==> src/rtl/disp_scan.sv <==
// Time-multiplexed scan driver for a common-anode multi-digit 7-segment display.
// Optional leading-zero blanking is enabled by defining DISP_SCAN_LZB_EN.
module disp_scan #(
    parameter int DIGITS = 4,
    parameter int DIV    = 50000
) (
    input  logic                  clk,
    input  logic                  rst,
    input  logic                  in_valid,
    input  logic [4*DIGITS-1:0]   in_data,
    output logic                  in_ready,
    output logic [3:0]            digit,
    output logic [DIGITS-1:0]     an
);
    localparam int CW = (DIV > 1) ? $clog2(DIV) : 1;
    localparam int IW = (DIGITS > 1) ? $clog2(DIGITS) : 1;
    localparam int DW = 4 * DIGITS;
    localparam logic [CW-1:0] CNT_LAST = CW'(DIV - 1);
    localparam logic [IW-1:0] IDX_LAST = IW'(DIGITS - 1);

    logic [CW-1:0] cnt_reg, cnt_next;
    logic [IW-1:0] idx_reg, idx_next;
    logic [DW-1:0] disp_reg, disp_next;
    logic [DW-1:0] pend_reg, pend_next;
    logic          pend_v_reg, pend_v_next;

    logic slot_end;
    logic frame_end;
    logic accept;

    assign slot_end  = (cnt_reg == CNT_LAST);
    assign frame_end = slot_end && (idx_reg == IDX_LAST);
    assign accept    = in_valid && !pend_v_reg;
    assign in_ready  = !pend_v_reg;

    always_comb begin
        cnt_next    = slot_end ? '0 : cnt_reg + 1'b1;
        idx_next    = idx_reg;
        disp_next   = disp_reg;
        pend_next   = pend_reg;
        pend_v_next = pend_v_reg;
        if (slot_end) begin
            idx_next = (idx_reg == IDX_LAST) ? '0 : idx_reg + 1'b1;
        end
        // Commit only on frame boundaries so one frame never mixes two values.
        if (frame_end && pend_v_reg) begin
            disp_next   = pend_reg;
            pend_v_next = 1'b0;
        end else if (accept) begin
            pend_next   = in_data;
            pend_v_next = 1'b1;
        end
    end

    always_ff @(posedge clk or posedge rst) begin
        if (rst) begin
            cnt_reg    <= '0;
            idx_reg    <= '0;
            disp_reg   <= '0;
            pend_reg   <= '0;
            pend_v_reg <= 1'b0;
        end else begin
            cnt_reg    <= cnt_next;
            idx_reg    <= idx_next;
            disp_reg   <= disp_next;
            pend_reg   <= pend_next;
            pend_v_reg <= pend_v_next;
        end
    end

    logic [3:0]        nib [DIGITS];
    logic [DIGITS-1:0] lit;

    for (genvar gi = 0; gi < DIGITS; gi++) begin : g_nib
        assign nib[gi] = disp_reg[4*gi +: 4];
    end

    always_comb begin
        digit = nib[idx_reg];
    end

`ifdef DISP_SCAN_LZB_EN
    logic [DIGITS-1:0] nz;
    // A digit stays lit if it or any more-significant digit is non-zero.
    for (genvar gi = 0; gi < DIGITS; gi++) begin : g_lzb
        assign nz[gi]  = |nib[gi];
        assign lit[gi] = (gi == 0) || (|nz[DIGITS-1:gi]);
    end
`else
    assign lit = '1;
`endif

    for (genvar gi = 0; gi < DIGITS; gi++) begin : g_an
        assign an[gi] = ~((idx_reg == IW'(gi)) && lit[gi]);
    end
endmodule

==> config.mk <==
export PLATFORM = sky130hd
export DESIGN_NAME = disp_scan
export DESIGN_NICKNAME = d
export VERILOG_FILES = /design/src/rtl/disp_scan.sv
export SDC_FILE = /design/constraint.sdc
export NUM_CORES = 1
export LEC_CHECK = 0
export BUFFER_PORTS_ARGS = -buffer_cell sky130_fd_sc_hd__buf_2
export CORE_MARGIN = 8
export CORE_UTILIZATION = 39
export CTS_CLUSTER_DIAMETER = 150
export DETAILED_ROUTE_END_ITERATION = 10
export GPL_ROUTABILITY_DRIVEN = 0
export SYNTH_ARGS = -nofsm -noshare
export SYNTH_HDL_FRONTEND = slang
export SYNTH_SLANG_ARGS = --single-unit
==> constraint.sdc <==
create_clock -name clk -period 5 [get_ports clk]
set_clock_uncertainty 0.1 [all_clocks]
set_input_delay 0.25 -clock clk [delete_from_list [all_inputs] [get_ports clk]]
set_output_delay 0.25 -clock clk [all_outputs]
set_load 0.005 [all_outputs]
=== After elaboration in Yosys (flattened, before gate mapping) ===
Index checks and enable logic that the tools add are counted.

* Flip-flop bits (word level): 51
* Bits in latches: 0
* RAM bits: 0
* Memory bits (read-only): 0
* Input port bits: 19
* Output and inout bits: 9
* Logic and storage cells: 32
* Memories: 0

* Add/subtract/negate cells: 2
* Multiply operators: 0
* Div/mod/pow operators: 0
* $lt $le $gt $ge: 1
* Eq/ne operators: 4
* Shifts and indexed selects: 0
* Multiplexer cells: 7
* Bitwise logic cells: 6
* Reductions and logical operators: 7

{| class="wikitable"
|+ Operators by type and width
! operator !! count
|-
| $add 16x1->16 const B || 1
|-
| $eq 16x16->1 const B || 1
|-
| $mux 16 || 1
|-
| $bmux 4 s2 || 1
|-
| $mux 4 || 2
|-
| $not 1->1 || 5
|-
| $eq 2x2->1 const B || 2
|-
| $ge 3x3->1 const B || 1
|-
| $logic_and 1x1->1 || 3
|-
| $not 2->3 || 1
|-
| $add 2x1->2 const B || 1
|-
| $eq 2x1->1 const B || 1
|-
| $logic_not 2->1 || 1
|-
| $mux 1 || 2
|-
| $mux 2 || 1
|-
| $reduce_and 2->1 || 1
|-
| $reduce_bool 2->1 || 1
|-
| $logic_not 1->1 || 1
|}

=== Logic depth before layout (Yosys ltp) ===
* Depth in word-level cells: 5
* Mapped depth: 7
* Mapped depth without buffers: 5

=== Worst setup path after synthesis ===
Ideal clock, no wire load.

* Path kind: register to register
* From: reg cnt_reg[0]
* To: reg disp_reg[0]
* Setup time: 125 ps
* Data arrival time: 1742 ps
* Required time: 4775 ps
* Path slack: 3033 ps
* Cell stages (with the launch flop): 8
* Path buffers: 2
* Period minus slack after synthesis: 1967 ps
* Cells stage by stage: dfrtp_1 ha_1 and4_4 and4_4 and3_1 buf_6 buf_12 mux2_4

* Word-level cells in the longest chain between the ends: 3

{| class="wikitable"
|+ RTL lines
! what !! RTL line !! text
|-
| start: declaration || 21 || <nowiki>logic [CW-1:0] cnt_reg, cnt_next;</nowiki>
|-
| start signal: assignment || 63 || <nowiki>cnt_reg <= cnt_next;</nowiki>
|-
| $eq 16x16->1 || 31 || <nowiki>assign slot_end = (cnt_reg == CNT_LAST);</nowiki>
|-
| $logic_and 1x1->1 || 32 || <nowiki>assign frame_end = slot_end && (idx_reg == IDX_LAST);</nowiki>
|-
| $logic_and 1x1->1 || 46 || <nowiki>if (frame_end && pend_v_reg) begin</nowiki>
|-
| end signal: assignment || 65 || <nowiki>disp_reg <= disp_next;</nowiki>
|-
| end: declaration || 23 || <nowiki>logic [DW-1:0] disp_reg, disp_next;</nowiki>
|}

Every way passes these cells.
A chain may end at the register's enable or synchronous reset.

=== Final worst setup path ===
* From: reg cnt_reg[0]
* To: reg disp_reg[11]

The elaborated chain is that of the path after synthesis.

==> results.cfg <==
[run_status]
status = finished, final reports clean

[yosys]
synth.cell_area_um2 = 2287
synth_top_area_share_pct = 55.80
yosys.area.top_type = dfrtp_1
ys_top_cells_by_count = 51 x dfrtp_1, 23 x mux2_2, 12 x nor2_1
ys_ff_latch = 51
yosysWarningCount = 0
ys_seq_area_share_pct = 55.80
synth_cells = 166
ys.flop_type = dfrtp_1
synth.most_common_cell = dfrtp_1
avgSynthCellArea_um2 = 13.78
synthTopCellsByArea = dfrtp_1 56%, mux2_2 11%, mux2_4 5.9%
ys_types = 27
async_flop_share_pct = 100.0
syn_nets = 190
synth_edf_count = 0

[detailed_routing]
ant_nets = 0
post-route-drc-count = 0
vias = 1280
drt_wl_total_um = 3864
wl_per_cell_um = 14.26
dr.first_iter.drc_count = 69
drtPass1Iterations = 4
vias_per_cell = 4.723

[final_layout]
regArea_um2 = 1276
drive_gt1_share_pct = 39.29
n_antenna_cell = 0
fin_nets = 219
num-fill-cells = 534
area_delta_synth_final_pct = 12.42
final_core_util_pct = 44.48
multiInputGateArea_um2 = 929.6

[critical_path]
path_class = reg -> reg
cp_max_fo = 17
required_ns = 5.10
r2r_setup_slack_ns = 2.40
critical_path_arrival_ns = 2.70
worst_setup_path_end_kind = register
crit_path_start_kind = register

[global_route]
grt_max_degree = 52
grt_use_total_pct = 9.969
antenna_found_initial = 0
grt_pass1_vias = 1356
grt_overflow_total = 0
grt_pass1_wl_um = 6810

[sta]
fin_tns_setup_ns = 0
worstMarginPinSlew_ns = 1.063
finalCriticalPeriod_ns = 2.602
rsz0062_at_grt = no
drv_slew = 0
maxSlewHeadroom_pct = 29.00
finalHoldViolCount = 0
period_share_pct = 52.03
fmax_mhz = 384.4
finalSetupViolations = 0

[clock_network]
cts_buffer_depth = 2
cts_setup_buffers = 0
cts_max_level = 2
clk_latency_ns = 0.30
postCtsHoldBufs = 0
root_buffer = clkbuf_8
cts_resized = 0
cts.clk_slew.worst_paths_ns = 0.10
clkSinkCount = 51
cts_tree = built
cts_buffers = 5

[min_path]
hold_path_class = in -> reg

[die]
rows = 28
io_pins = 28
die_w_um = 92.58
die_y_um = 92.58
core-area_um2 = 5781
start_util_pct = 39.57
die_area_um2 = 8571

[placed_design]
hpwl_um = 2697
io_buffers = 27

[power]
vdd_drop_max_mv = 0.1479
power_density_nw_per_um2 = 277.0
p_leak_nw = 1.215
totalPowerFinal_uw = 712.2

[run]
cap_violations = 0
[path summary, 6_finish.rpt]
kind                       startpoint  depth (start not counted)      endpoint
max in group asynchronous         rst                          2    cnt_reg[8]
max                        cnt_reg[0]                          5  disp_reg[11]
max reg2reg                cnt_reg[0]                          5  disp_reg[11]
min reg2reg                cnt_reg[0]                          1    cnt_reg[0]
min in group asynchronous         rst                          2   disp_reg[0]
min                        in_data[4]                          2   pend_reg[4]
[logic make-up after synthesis]
kind of cell | Yosys count | share of synthesized area, %
fa+ha+maj | 5 | 2.735
compound gates | 3 | 0.6563
buf+inv | 15 | 3.555
xor+xnor | 13 | 4.978
mux | 36 | 21.17
flops | 51 | 55.80
simple gates | 43 | 11.11
[routing by layer]
layer	vias up	GRT usage [%]	share of wire [%]
met4	0	4.295	1.6
met1	624	14.47	53
met2	20	13.29	41
li1	630	-	-
met5	-	0	0
met3	6	2.994	4.0
[cell usage in the layout, fill, tap and decap left out, types with 2 or more instances in the layout]
cell type  Yosys  layout
clkbuf_8       0       5
inv_6          0       2
nand2_1        4       4
nand3_1        6       6
nor4b_2        2       2
nor2_1        12      12
nor2b_1        3       3
dfrtp_1       51      51
mux2_4         9       9
xnor2_1        7       7
buf_2          1      27
nand4_1        6       6
inv_1          9       8
mux2_2        23      23
and4_4         2       2
o21ai_0        3       3
and3_1         2       2
xor2_1         6       6
ha_1           5       5
mux4_2         4       4
[through the flow]
stage               worst slack (ns)  cell area, um2  hold slack, ns  cells
floorplan                      3.033            2287          0.2750    166
global placement               2.437            2476          0.3687    263
detailed placement             2.365            2476          0.3796    263
CTS                            2.351            2571         0.05299    271
global route                   2.245            2571         0.04335    271
finish                         2.398            2571         0.06032    271
[critical path, cell delays in order, from the launching register on]
cell,delay (ns)
dfrtp_1,0.39
ha_1,0.21
and4_4,0.26
and4_4,0.31
and3_1,0.80
mux2_2,0.41
[cell type report]
| type | instances | area share, % |
|---|---|---|
| repair buffers | 28 | 5.547 |
| clock inverters | 3 | 1.022 |
| inverters | 9 | 1.314 |
| well taps | 75 | 3.650 |
| multi-input cells | 100 | 36.16 |
| flip-flops and latches | 51 | 49.63 |
| clock buffers | 5 | 2.676 |
[where the power goes]
group	internal, mW	switching [mW]	leakage (nW)
clock	0.103	0.145	0.0491
combinational	0.0160	0.0128	0.499
sequential	0.427	0.00800	0.668
Power figures use the tool's default switching activity.
